===== src/rtl/synth_pkg.sv =====
// Shared types and constants for the note envelope synthesizer.
package synth_pkg;

    typedef enum logic [1:0] {
        IDLE    = 2'd0,
        ATTACK  = 2'd1,
        SUSTAIN = 2'd2,
        RELEASE = 2'd3
    } env_state_e;

    localparam int AMP_MAX = 255;
    localparam int WAVE_W  = 8;
    localparam int KEY_W   = 17;

endpackage


===== src/rtl/sine_rom.sv =====
// 64x8 signed sine table, round(127*sin(2*pi*p/64)), with one registered read.
module sine_rom
    import synth_pkg::*;
(
    input  logic                     clk,
    input  logic [5:0]               addr,
    output logic signed [WAVE_W-1:0] data
);

    localparam logic signed [WAVE_W-1:0] TABLE [64] = '{
          8'sd0,    8'sd12,   8'sd25,   8'sd37,   8'sd49,   8'sd60,   8'sd71,   8'sd81,
          8'sd90,   8'sd98,   8'sd106,  8'sd112,  8'sd117,  8'sd122,  8'sd125,  8'sd126,
          8'sd127,  8'sd126,  8'sd125,  8'sd122,  8'sd117,  8'sd112,  8'sd106,  8'sd98,
          8'sd90,   8'sd81,   8'sd71,   8'sd60,   8'sd49,   8'sd37,   8'sd25,   8'sd12,
          8'sd0,   -8'sd12,  -8'sd25,  -8'sd37,  -8'sd49,  -8'sd60,  -8'sd71,  -8'sd81,
         -8'sd90,  -8'sd98,  -8'sd106, -8'sd112, -8'sd117, -8'sd122, -8'sd125, -8'sd126,
         -8'sd127, -8'sd126, -8'sd125, -8'sd122, -8'sd117, -8'sd112, -8'sd106, -8'sd98,
         -8'sd90,  -8'sd81,  -8'sd71,  -8'sd60,  -8'sd49,  -8'sd37,  -8'sd25,  -8'sd12
    };

    always_ff @(posedge clk) begin
        data <= TABLE[addr];
    end

endmodule


===== src/rtl/note_envelope_synth.sv =====
// Envelope-scaled waveform synthesizer driven by the note-rate ready pulses.
// SYNTH_SINE_ROM_EN selects the sine ROM; otherwise a computed triangle is used.
module note_envelope_synth
    import synth_pkg::*;
#(
    parameter int PHASE_BITS   = 6,
    parameter int ATTACK_STEP  = 8,
    parameter int RELEASE_STEP = 2
) (
    input  logic                     clk,
    input  logic                     reset,
    input  logic [KEY_W-1:0]         key_num,
    input  logic                     ready,
    input  logic                     env_tick,
    output logic                     restart,
    output logic signed [WAVE_W-1:0] sample,
    output logic                     sample_valid,
    output logic                     busy
);

    logic [KEY_W-1:0]         key_prev;
    logic [PHASE_BITS-1:0]    phase, phase_next;
    logic [7:0]               amp, amp_next;
    env_state_e               state, state_next;
    logic                     new_note;
    logic                     vld_p0, vld_p1;
    logic signed [WAVE_W-1:0] w_p1;

    function automatic logic [7:0] amp_add(input logic [7:0] a);
        logic [8:0] s;
        s = {1'b0, a} + 9'(ATTACK_STEP);
        return s[8] ? 8'(AMP_MAX) : s[7:0];
    endfunction

    function automatic logic [7:0] amp_sub(input logic [7:0] a);
        return (a < 8'(RELEASE_STEP)) ? 8'd0 : a - 8'(RELEASE_STEP);
    endfunction

    // Product bits [15:8] of a signed multiply floor negative results toward -inf.
    function automatic logic signed [WAVE_W-1:0] scale(input logic signed [WAVE_W-1:0] w,
                                                       input logic [7:0] a);
        logic signed [15:0] we, ae, prod;
        we   = {{8{w[WAVE_W-1]}}, w};
        ae   = {8'd0, a};
        prod = we * ae;
        return prod[15:8];
    endfunction

    assign new_note = (key_num != '0) && (key_num != key_prev);

    always_comb begin
        amp_next = amp;
        if (env_tick) begin
            case (state)
                ATTACK:  amp_next = amp_add(amp);
                RELEASE: amp_next = amp_sub(amp);
                default: amp_next = amp;
            endcase
        end
    end

    always_comb begin
        state_next = state;
        if (new_note) begin
            state_next = ATTACK;
        end else begin
            case (state)
                ATTACK: begin
                    if (key_num == '0)
                        state_next = RELEASE;
                    else if (amp_next == 8'(AMP_MAX))
                        state_next = SUSTAIN;
                end
                SUSTAIN: if (key_num == '0) state_next = RELEASE;
                RELEASE: if (amp_next == 8'd0) state_next = IDLE;
                default: state_next = state;
            endcase
        end
    end

    always_comb begin
        phase_next = phase;
        if (new_note || state == IDLE)
            phase_next = '0;
        else if (ready)
            phase_next = phase + 1'b1;
    end

    always_ff @(posedge clk) begin
        if (reset)
            state <= IDLE;
        else
            state <= state_next;
    end

    // Stage p0: phase step, envelope update and control outputs
    always_ff @(posedge clk) begin
        if (reset) begin
            key_prev     <= '0;
            phase        <= '0;
            amp          <= '0;
            restart      <= 1'b0;
            busy         <= 1'b0;
            vld_p0       <= 1'b0;
            vld_p1       <= 1'b0;
            sample_valid <= 1'b0;
            sample       <= '0;
        end else begin
            key_prev     <= key_num;
            phase        <= phase_next;
            amp          <= amp_next;
            restart      <= new_note;
            busy         <= (state_next != IDLE);
            vld_p0       <= ready;
            vld_p1       <= vld_p0;
            sample_valid <= vld_p1;
            if (vld_p1)
                sample <= scale(w_p1, amp);
        end
    end

    // Stage p1: waveform lookup from the updated phase
`ifdef SYNTH_SINE_ROM_EN
    sine_rom u_sine_rom (
        .clk  (clk),
        .addr (phase[PHASE_BITS-1 -: 6]),
        .data (w_p1)
    );
`else
    function automatic logic signed [WAVE_W-1:0] tri_wave(input logic [5:0] p);
        logic [7:0] ramp;
        ramp = {p[4:0], 3'b000};
        return p[5] ? $signed(8'd127 - ramp) : $signed(ramp - 8'd128);
    endfunction

    always_ff @(posedge clk) begin
        w_p1 <= tri_wave(phase[PHASE_BITS-1 -: 6]);
    end
`endif

endmodule


===== config.mk =====
export PLATFORM = sky130hd
export DESIGN_NAME = note_envelope_synth
export DESIGN_NICKNAME = d
export VERILOG_FILES = /design/src/rtl/synth_pkg.sv /design/src/rtl/sine_rom.sv /design/src/rtl/note_envelope_synth.sv
export SDC_FILE = /design/constraint.sdc
export NUM_CORES = 1
export LEC_CHECK = 0
export BUFFER_PORTS_ARGS = -buffer_cell sky130_fd_sc_hd__buf_4
export CORE_MARGIN = 2
export CORE_UTILIZATION = 63
export CTS_BUF_LIST = sky130_fd_sc_hd__clkbuf_4 sky130_fd_sc_hd__clkbuf_8
export DETAILED_ROUTE_END_ITERATION = 10
export GPL_ROUTABILITY_DRIVEN = 0
export GPL_TIMING_DRIVEN = 1
export PLACE_DENSITY = 0.92
export SLEW_MARGIN = 30
export SYNTH_ARGS = -nofsm -noshare
export SYNTH_HDL_FRONTEND = slang
export SYNTH_SLANG_ARGS = --single-unit

===== constraint.sdc =====
create_clock -name clk -period 5.5 [get_ports clk]
set_input_delay 0.55 -clock clk [delete_from_list [all_inputs] [get_ports clk]]
set_output_delay 0.55 -clock clk [all_outputs]
set_load 0.005 [all_outputs]

# Word level (Yosys, flattened, before mapping)
# Index checks and enable logic that the tools add are counted.
# totals
reg_bits	54
input_bits	21
output_inout_bits	11
elab_cells	42
# op_classes
addsub	5
mul	1
magnitude_cmp	1
eq_ne	5
muxes	11
reduce_logical	8
# ops
cell	n
$mux W8	4
$logic_not A17 Y1	1
$ne A17 B17 Y1	1
$reduce_bool A17 Y1	1
$mul A8 B9 Y16	1
$pmux W8 S2	1
$mux W2	5
$add A8 B4 Y9 const B	1
$eq A8 B8 Y1 const B	1
$logic_not A8 Y1	1
$lt A8 B2 Y1 const B	1
$sub A7 B8 Y8 const A	1
$sub A8 B2 Y8 const B	1
$sub A8 B8 Y8 const B	1
$add A6 B1 Y6 const B	1
$pmux W2 S3	1
$eq A2 B2 Y1 const B	2
$eq A2 B1 Y1 const B	1
$logic_not A2 Y1	1
$reduce_bool A2 Y1	1
$reduce_or A2 Y1	1
$logic_and A1 B1 Y1	1
$logic_or A1 B1 Y1	1

# Depth between registers and ports, before layout
# Gate-level depths: netlist (run 1).
# logic_depth
word_depth	10
mapped_depth	20
ltp_nobuf	19

# Worst setup path after synthesis (run 1)
# No wires, ideal clock.
# synth_timing
kind	reg-to-reg
start	register amp[5]
end	register sample[7]
setup_time_ns	0.086
t_arrival_ns	4.944
t_required_ns	5.414
setup_slack_ns	0.471
path_stages_with_launch	17
path_buffers	2
period_less_slack_ns	5.029
cell_sequence	dfxtp_1 -> buf_2 -> clkbuf_1 -> nand2_1 -> fa_1 -> fa_1 -> inv_1 -> fa_1 -> fa_1 -> ha_1 -> and4b_1 -> a221oi_1 -> o21ai_0 -> o41ai_1 -> o21ai_0 -> xnor2_1 -> a211oi_1
# synth_between
elab_chain_len	1
# synth_rtl
element	line	rtl
start, declared	note_envelope_synth.sv:23	logic [7:0] amp, amp_next;
start signal, assigned	note_envelope_synth.sv:111	amp <= amp_next;
$mul A8 B9 Y16	note_envelope_synth.sv:45	prod = we * ae;
end signal, assigned	note_envelope_synth.sv:118	sample <= scale(w_p1, amp);
end, declared	note_envelope_synth.sv:16	output logic signed [WAVE_W-1:0] sample,
# No other way between the ends.
# A chain may end at the register's enable or synchronous reset.

# Worst setup path after layout (run 1)
# layout_timing
start	register amp[2]
end	register sample[7]
# The elaborated chain is that of the path after synthesis.

==> results of run 1 <==
## cell type report
type                       instances  share of cell area
multi-input combinational        337               0.625
tap                               77              0.0209
clock buffer                       5              0.0149
clock inverter                     3             0.00543
timing repair buffer              37              0.0602
sequential                        52               0.226
inverter                          58              0.0472
## cells in the final DEF (no fill, tap or decap), types with 2 or more instances in the layout
cell type | Yosys | routed
inv_1 | 58 | 58
dfxtp_1 | 52 | 51
ha_1 | 42 | 42
buf_4 | 1 | 37
fa_1 | 35 | 35
nor2_1 | 33 | 33
nand2_1 | 32 | 32
nor2b_1 | 29 | 29
xor2_1 | 27 | 27
and2_1 | 16 | 16
a21oi_1 | 11 | 11
xnor2_1 | 10 | 10
nand4_1 | 8 | 8
nor4_1 | 8 | 8
mux2i_1 | 8 | 8
o21ai_0 | 8 | 7
nand3_1 | 6 | 6
nor3_1 | 5 | 5
a211oi_1 | 5 | 5
clkbuf_8 | 0 | 5
nand2b_1 | 4 | 4
and3_1 | 4 | 4
a31oi_1 | 3 | 3
nand3b_1 | 3 | 3
o21ai_1 | 2 | 3
a21o_1 | 3 | 3
or4_1 | 2 | 2
nor3b_1 | 2 | 2
o22ai_1 | 2 | 2
o21a_1 | 2 | 2
inv_6 | 0 | 2
## worst max-delay path, delay by kind of cell (launching register included)
| family | cells | cell delay (ns) |
|---|---|---|
| buf+inv | 1 | 0.06 |
| simple gates | 2 | 0.34 |
| flops | 1 | 0.55 |
| xor+xnor | 1 | 0.16 |
| compound gates | 5 | 1.48 |
| fa+ha+maj | 5 | 2.39 |
## what timing repair did
action                                 4_1_cts  5_1_grt
endpoints found under the hold margin        0        0
setup buffers                                0        0
gates resized for setup                      1        3
setup endpoints to repair                    2        3
## kinds of logic after synthesis
| kind of cell | after synthesis | synth area share |
|---|---|---|
| and+or+nand+nor | 162 | 0.206 |
| AOI/OAI and AO/OA | 53 | 0.0872 |
| adders and majority gates | 77 | 0.290 |
| buffers and inverters | 81 | 0.0762 |
| muxes | 8 | 0.0189 |
| xor gates and xnor gates | 37 | 0.0765 |
| DFF | 52 | 0.246 |
## registers in the layout (all words and copies together) (netlist names)
| signal | flops |
|---|---|
| key_prev | 17 |
| amp | 8 |
| sample | 8 |
| phase | 6 |
| w_p1 | 6 |
| state | 2 |
| busy | 1 |
| restart | 1 |
| sample_valid | 1 |
| vld_p0 | 1 |
| vld_p1 | 1 |
## power groups by stage
stage                     logic [W]  clock network [W]  registers [W]
after floorplan           0.0000629                  0       0.000403
after global placement    0.0000887                  0       0.000406
after detailed placement  0.0000935                  0       0.000407
after CTS                 0.0000950           0.000236       0.000398
after global routing       0.000106           0.000249       0.000400
final                     0.0000960           0.000238       0.000398
## metal layers
layer  part of all wire  vias up  routed length [um]  GRT usage
li1                   -     1592                   -          -
met1               0.41     1591                3710      0.325
met2               0.53      119                4810      0.483
met3              0.047       27                 426     0.0318
met4              0.021        0                 192     0.0837
met5                  0        -                   0          0
## metrics by stage
stage / power (W) / instance area (um2)
floorplan: 0.000465 / 4230
global placement: 0.000495 / 4500
finish: 0.000733 / 4610
CTS: 0.000730 / 4600
global route: 0.000756 / 4610
detailed placement: 0.000500 / 4500
## worst max-delay path by stage
stage / start / to / slack [ns] / depth (start not counted)
2_1_floorplan: amp[5] / sample[7] / 0.47 / 16
3_3_place_gp: amp[4] / sample[7] / 0.31 / 14
3_5_place_dp: amp[4] / sample[7] / -0.07 / 14
4_1_cts: amp[4] / sample[7] / 0.09 / 14
5_1_grt: amp[2] / sample[6] / 0.17 / 15
6_report: amp[2] / sample[7] / 0.45 / 14
==> impl_metrics.ini, run 1 <==
[place]
place_inst = 561
dp_hpwl_um = 7090
pre_cts_slack_ns = -0.0737
port_buffers = 31

[global_routing]
grt_max_degree = 41
grt_pass1_vias = 3550
grt_pass1_wl_um = 15800
antenna_found_initial = 0
grt_usage = 0.265
overflow = 0

[logic_synthesis]
synthDominantCellAreaShare = 0.246
syn_nets = 568
async_reset_ff_frac = 0
yosysMostFrequentCell = inv_1
avgSynthCellArea_um2 = 9.01
synth_flop_cell = dfxtp_1
synthDistinctLibCells = 60
ys_seq_area_frac = 0.246
synth_area_leader_cell = dfxtp_1
synth.cell_area_mm2 = 0.00423
yosys_warnings = 0
synth.area.top_cells = dfxtp_1 (25%), fa_1 (17%), ha_1 (12%), xor2_1 (5.6%), inv_1 (5.1%)
synth_edf_count = 0
synthCells = 470
synth_seq_cells = 52
synth_top_cells_by_count = inv_1 (58), dfxtp_1 (52), ha_1 (42), fa_1 (35), nor2_1 (33)

[finish]
fillerInstances = 429
regArea_mm2 = 0.00104
antenna_cells = 0
fin_cells = 569
area_growth_pct = 8.92
drive_above_1_share = 0.108
layout.nets = 589
multi_input_area_mm2 = 0.00288
final_core_util = 0.718

[pwr]
comb_power_share = 0.131
power.internal_w = 0.000526
vdd_ir_drop_max_uv = 172
p_per_area_mw_per_mm2 = 159
switching_share = 0.282
clkPwrFrac = 0.325
p_leak_nw = 2.22
switchingPower_w = 0.000207
p_seq_frac = 0.544

[setup_path]
worst_path_max_delay_cell = dfxtp_1
cp_max_fo = 11
timing.rr.start = amp[2]
r2r_end = sample[7]
crit_type = flop to flop
crit_path_frequent_cell = fa_1
arrival_ns = 5.29
cpPeakStageDelay_ns = 0.55
r2r_setup_slack_ns = 0.45
worstSetupStartpointType = flop
critical_path_required_ns = 5.73
critPathCaptureType = flop
worstRegToRegCells = 14
path_cells = nand2_1, fa_1, fa_1, inv_1, fa_1, fa_1, ha_1, and4b_1, a221oi_2, o21ai_1, o41ai_2, o21ai_0, xnor2_1, a211oi_1

[floorplanning]
die_width_um = 86.0
dieHeight_um = 86.0
dieArea_mm2 = 0.00739
coreArea_mm2 = 0.00642
rows = 29
start_util = 0.659
ios = 32

[detailed_routing]
drc = 0
vias = 3329
firstDrtPassIters = 6
final_antenna_net_count = 0
wl_um = 9140
drt_iter0_markers = 229
routed_via_density = 5.85
wl_per_cell_um = 16.1

[sta]
holdWs_ns = 0.459
fin_setup_tns_ns = 0
maxSlewViolCount = 0
fin_crit_ns = 5.05
hold_viol = 0
rsz0062_at_grt = false
fmax_mhz = 198
finalSetupViolCount = 0
max_slew.worst_pin.slew_ns = 0.569
max_slew_margin = 0.620
setup_slack_ns = 0.445
finalCritPeriodShare = 0.919
skew_ns = 0.0134

[cts]
h-tree-depth = 2
cts_tree = yes
numCtsBuffers = 5
clk_pin_slew_ns = 0.11
cts.sinks = 52
cts-root-buf = clkbuf_8
insertion_delay_ns = 0.32
cts-hold-fix-buffers = 0
clk_path_buf_depth = 2

[hold_path]
holdPathStages = 1
hold_start = vld_p0
holdPathEnd = vld_p1
hp-class = flop to flop

[flow_run]
cap_violations = 0

[outcome]
status = complete, no violations
Power figures use the tool's default switching activity.
==> run 2, diff against run 1 <==
BUFFER_PORTS_ARGS = unset   (was -buffer_cell sky130_fd_sc_hd__buf_4)
CORE_UTILIZATION = 65   (was 63)
DONT_BUFFER_PORTS = 1   (was unset)
PLACE_DENSITY = 0.9   (was 0.92)
==> impl_metrics.ini, run 2 (synthesized netlist as in run 1, its figures left out) <==
[sta]
max_slew_margin = 0.580
max_slew.worst_pin.slew_ns = 0.624
finalSetupViolCount = 0
finalCritPeriodShare = 0.941
fin_setup_tns_ns = 0
holdWs_ns = 0.290
hold_viol = 0
fmax_mhz = 193
rsz0062_at_grt = false
skew_ns = 0.00906
maxSlewViolCount = 0
fin_crit_ns = 5.17

[place]
dp_hpwl_um = 6730
port_buffers = 0
place_inst = 532

[global_routing]
overflow = 0
antenna_found_initial = 0
grt_pass1_wl_um = 14800
grt_usage = 0.254
grt_max_degree = 41
grt_pass1_vias = 3314

[finish]
fillerInstances = 457
layout.nets = 560
mostFrequentLayoutCells = inv_1 (58), dfxtp_1 (52), ha_1 (42)
reg_top3 = key_prev x17, amp x8, sample x8
final_common_cell = inv_1
area_growth_pct = 3.81
fin_cells = 540
antenna_cells = 0
regMostFlops = key_prev
final_core_util = 0.696
drive_above_1_share = 0.0475
largest_register_ffs = 17

[cts]
post_cts_buffers = 0
clk_pin_slew_ns = 0.10
cts.sinks = 52
cts-root-buf = clkbuf_8
clk_path_buf_depth = 2
numCtsBuffers = 5
insertion_delay_ns = 0.32
cts_tree = yes
h-tree-depth = 2

[setup_path]
critical_path_required_ns = 5.71
arrival_ns = 5.39
cp_max_fo = 11
worstSetupStartpointType = flop
crit_type = flop to flop
critPathCaptureType = flop

[pwr]
switching_share = 0.269
comb_power_share = 0.106
power.internal_w = 0.000519
p_leak_nw = 2.08
switchingPower_w = 0.000191
clkPwrFrac = 0.335
vdd_ir_drop_max_uv = 252
p_per_area_mw_per_mm2 = 161
p_seq_frac = 0.560

[detailed_routing]
wl_um = 8650
drc = 0
routed_via_density = 6.03
final_antenna_net_count = 0
firstDrtPassIters = 5
vias = 3256
wl_per_cell_um = 16.0
drt_iter0_markers = 284

[floorplanning]
rows = 29
dieHeight_um = 84.7
dieArea_mm2 = 0.00718
coreArea_mm2 = 0.00631
ios = 32
die_width_um = 84.7
start_util = 0.671

[flow_run]
cap_violations = 0

[hold_path]
hp-class = input port to flop

[outcome]
status = complete, no violations
-- run 2: area by class of cell --
type,instances,area (um2),area share
Tap cell,77,96.3,0.0219
Timing Repair Buffer,8,60.1,0.0137
Sequential cell,52,1040,0.237
Clock inverter,3,33.8,0.00769
Clock buffer,5,68.8,0.0157
Inverter,58,218,0.0495
Multi-Input combinational cell,337,2880,0.655
-- run 2: worst max-delay path, cell delays in order (launching register included) --
cell,delay [ns]
dfxtp_1,0.55
nand2_1,0.11
fa_1,0.48
fa_1,0.54
inv_1,0.05
fa_1,0.50
fa_1,0.49
ha_1,0.32
and4b_1,0.21
a221oi_1,0.47
o21ai_0,0.36
o41ai_2,0.36
buf_4,0.18
o21bai_1,0.07
xor2_1,0.15
mux2i_1,0.18
nor2_1,0.06
-- run 2: final timing paths --
kind | start | to | cells after the start | slack (ns)
setup reg to reg | amp[2] | sample[6] | 16 | 0.33
hold reg to reg | vld_p0 | vld_p1 | 1 | 0.46
hold / removal | reset | key_prev[7] | 1 | 0.29
setup / recovery | amp[2] | sample[6] | 16 | 0.33
-- run 2: what timing repair did --
item                                   4_1_cts  5_1_grt
gates resized for setup                      0        1
hold buffers                                 0        0
setup endpoints to repair                    0        3
endpoints found under the hold margin        0        0
-- run 2: routing by layer --
metal,track usage,vias up,share of wire
li1,-,1533,-
met1,0.293,1579,0.39
met2,0.466,124,0.53
met3,0.0482,20,0.056
met4,0.0909,0,0.026
met5,0,-,0
-- run 2: power groups by stage --
stage          Sequential, W  Clock, W  Combinational, W
6_report            0.000397  0.000237         0.0000751
5_1_grt             0.000398  0.000252         0.0000828
4_1_cts             0.000397  0.000241         0.0000733
3_5_place_dp        0.000406         0         0.0000728
3_3_place_gp        0.000405         0         0.0000690
2_1_floorplan       0.000403         0         0.0000629
-- run 2: stage by stage --
step           total power [W]  setup WS [ns]  area (um2)
2_1_floorplan         0.000465          0.471        4230
3_3_place_gp          0.000474          0.485        4290
3_5_place_dp          0.000479          0.250        4290
4_1_cts               0.000711          0.204        4390
5_1_grt               0.000733        0.00299        4400
6_report              0.000710          0.326        4400
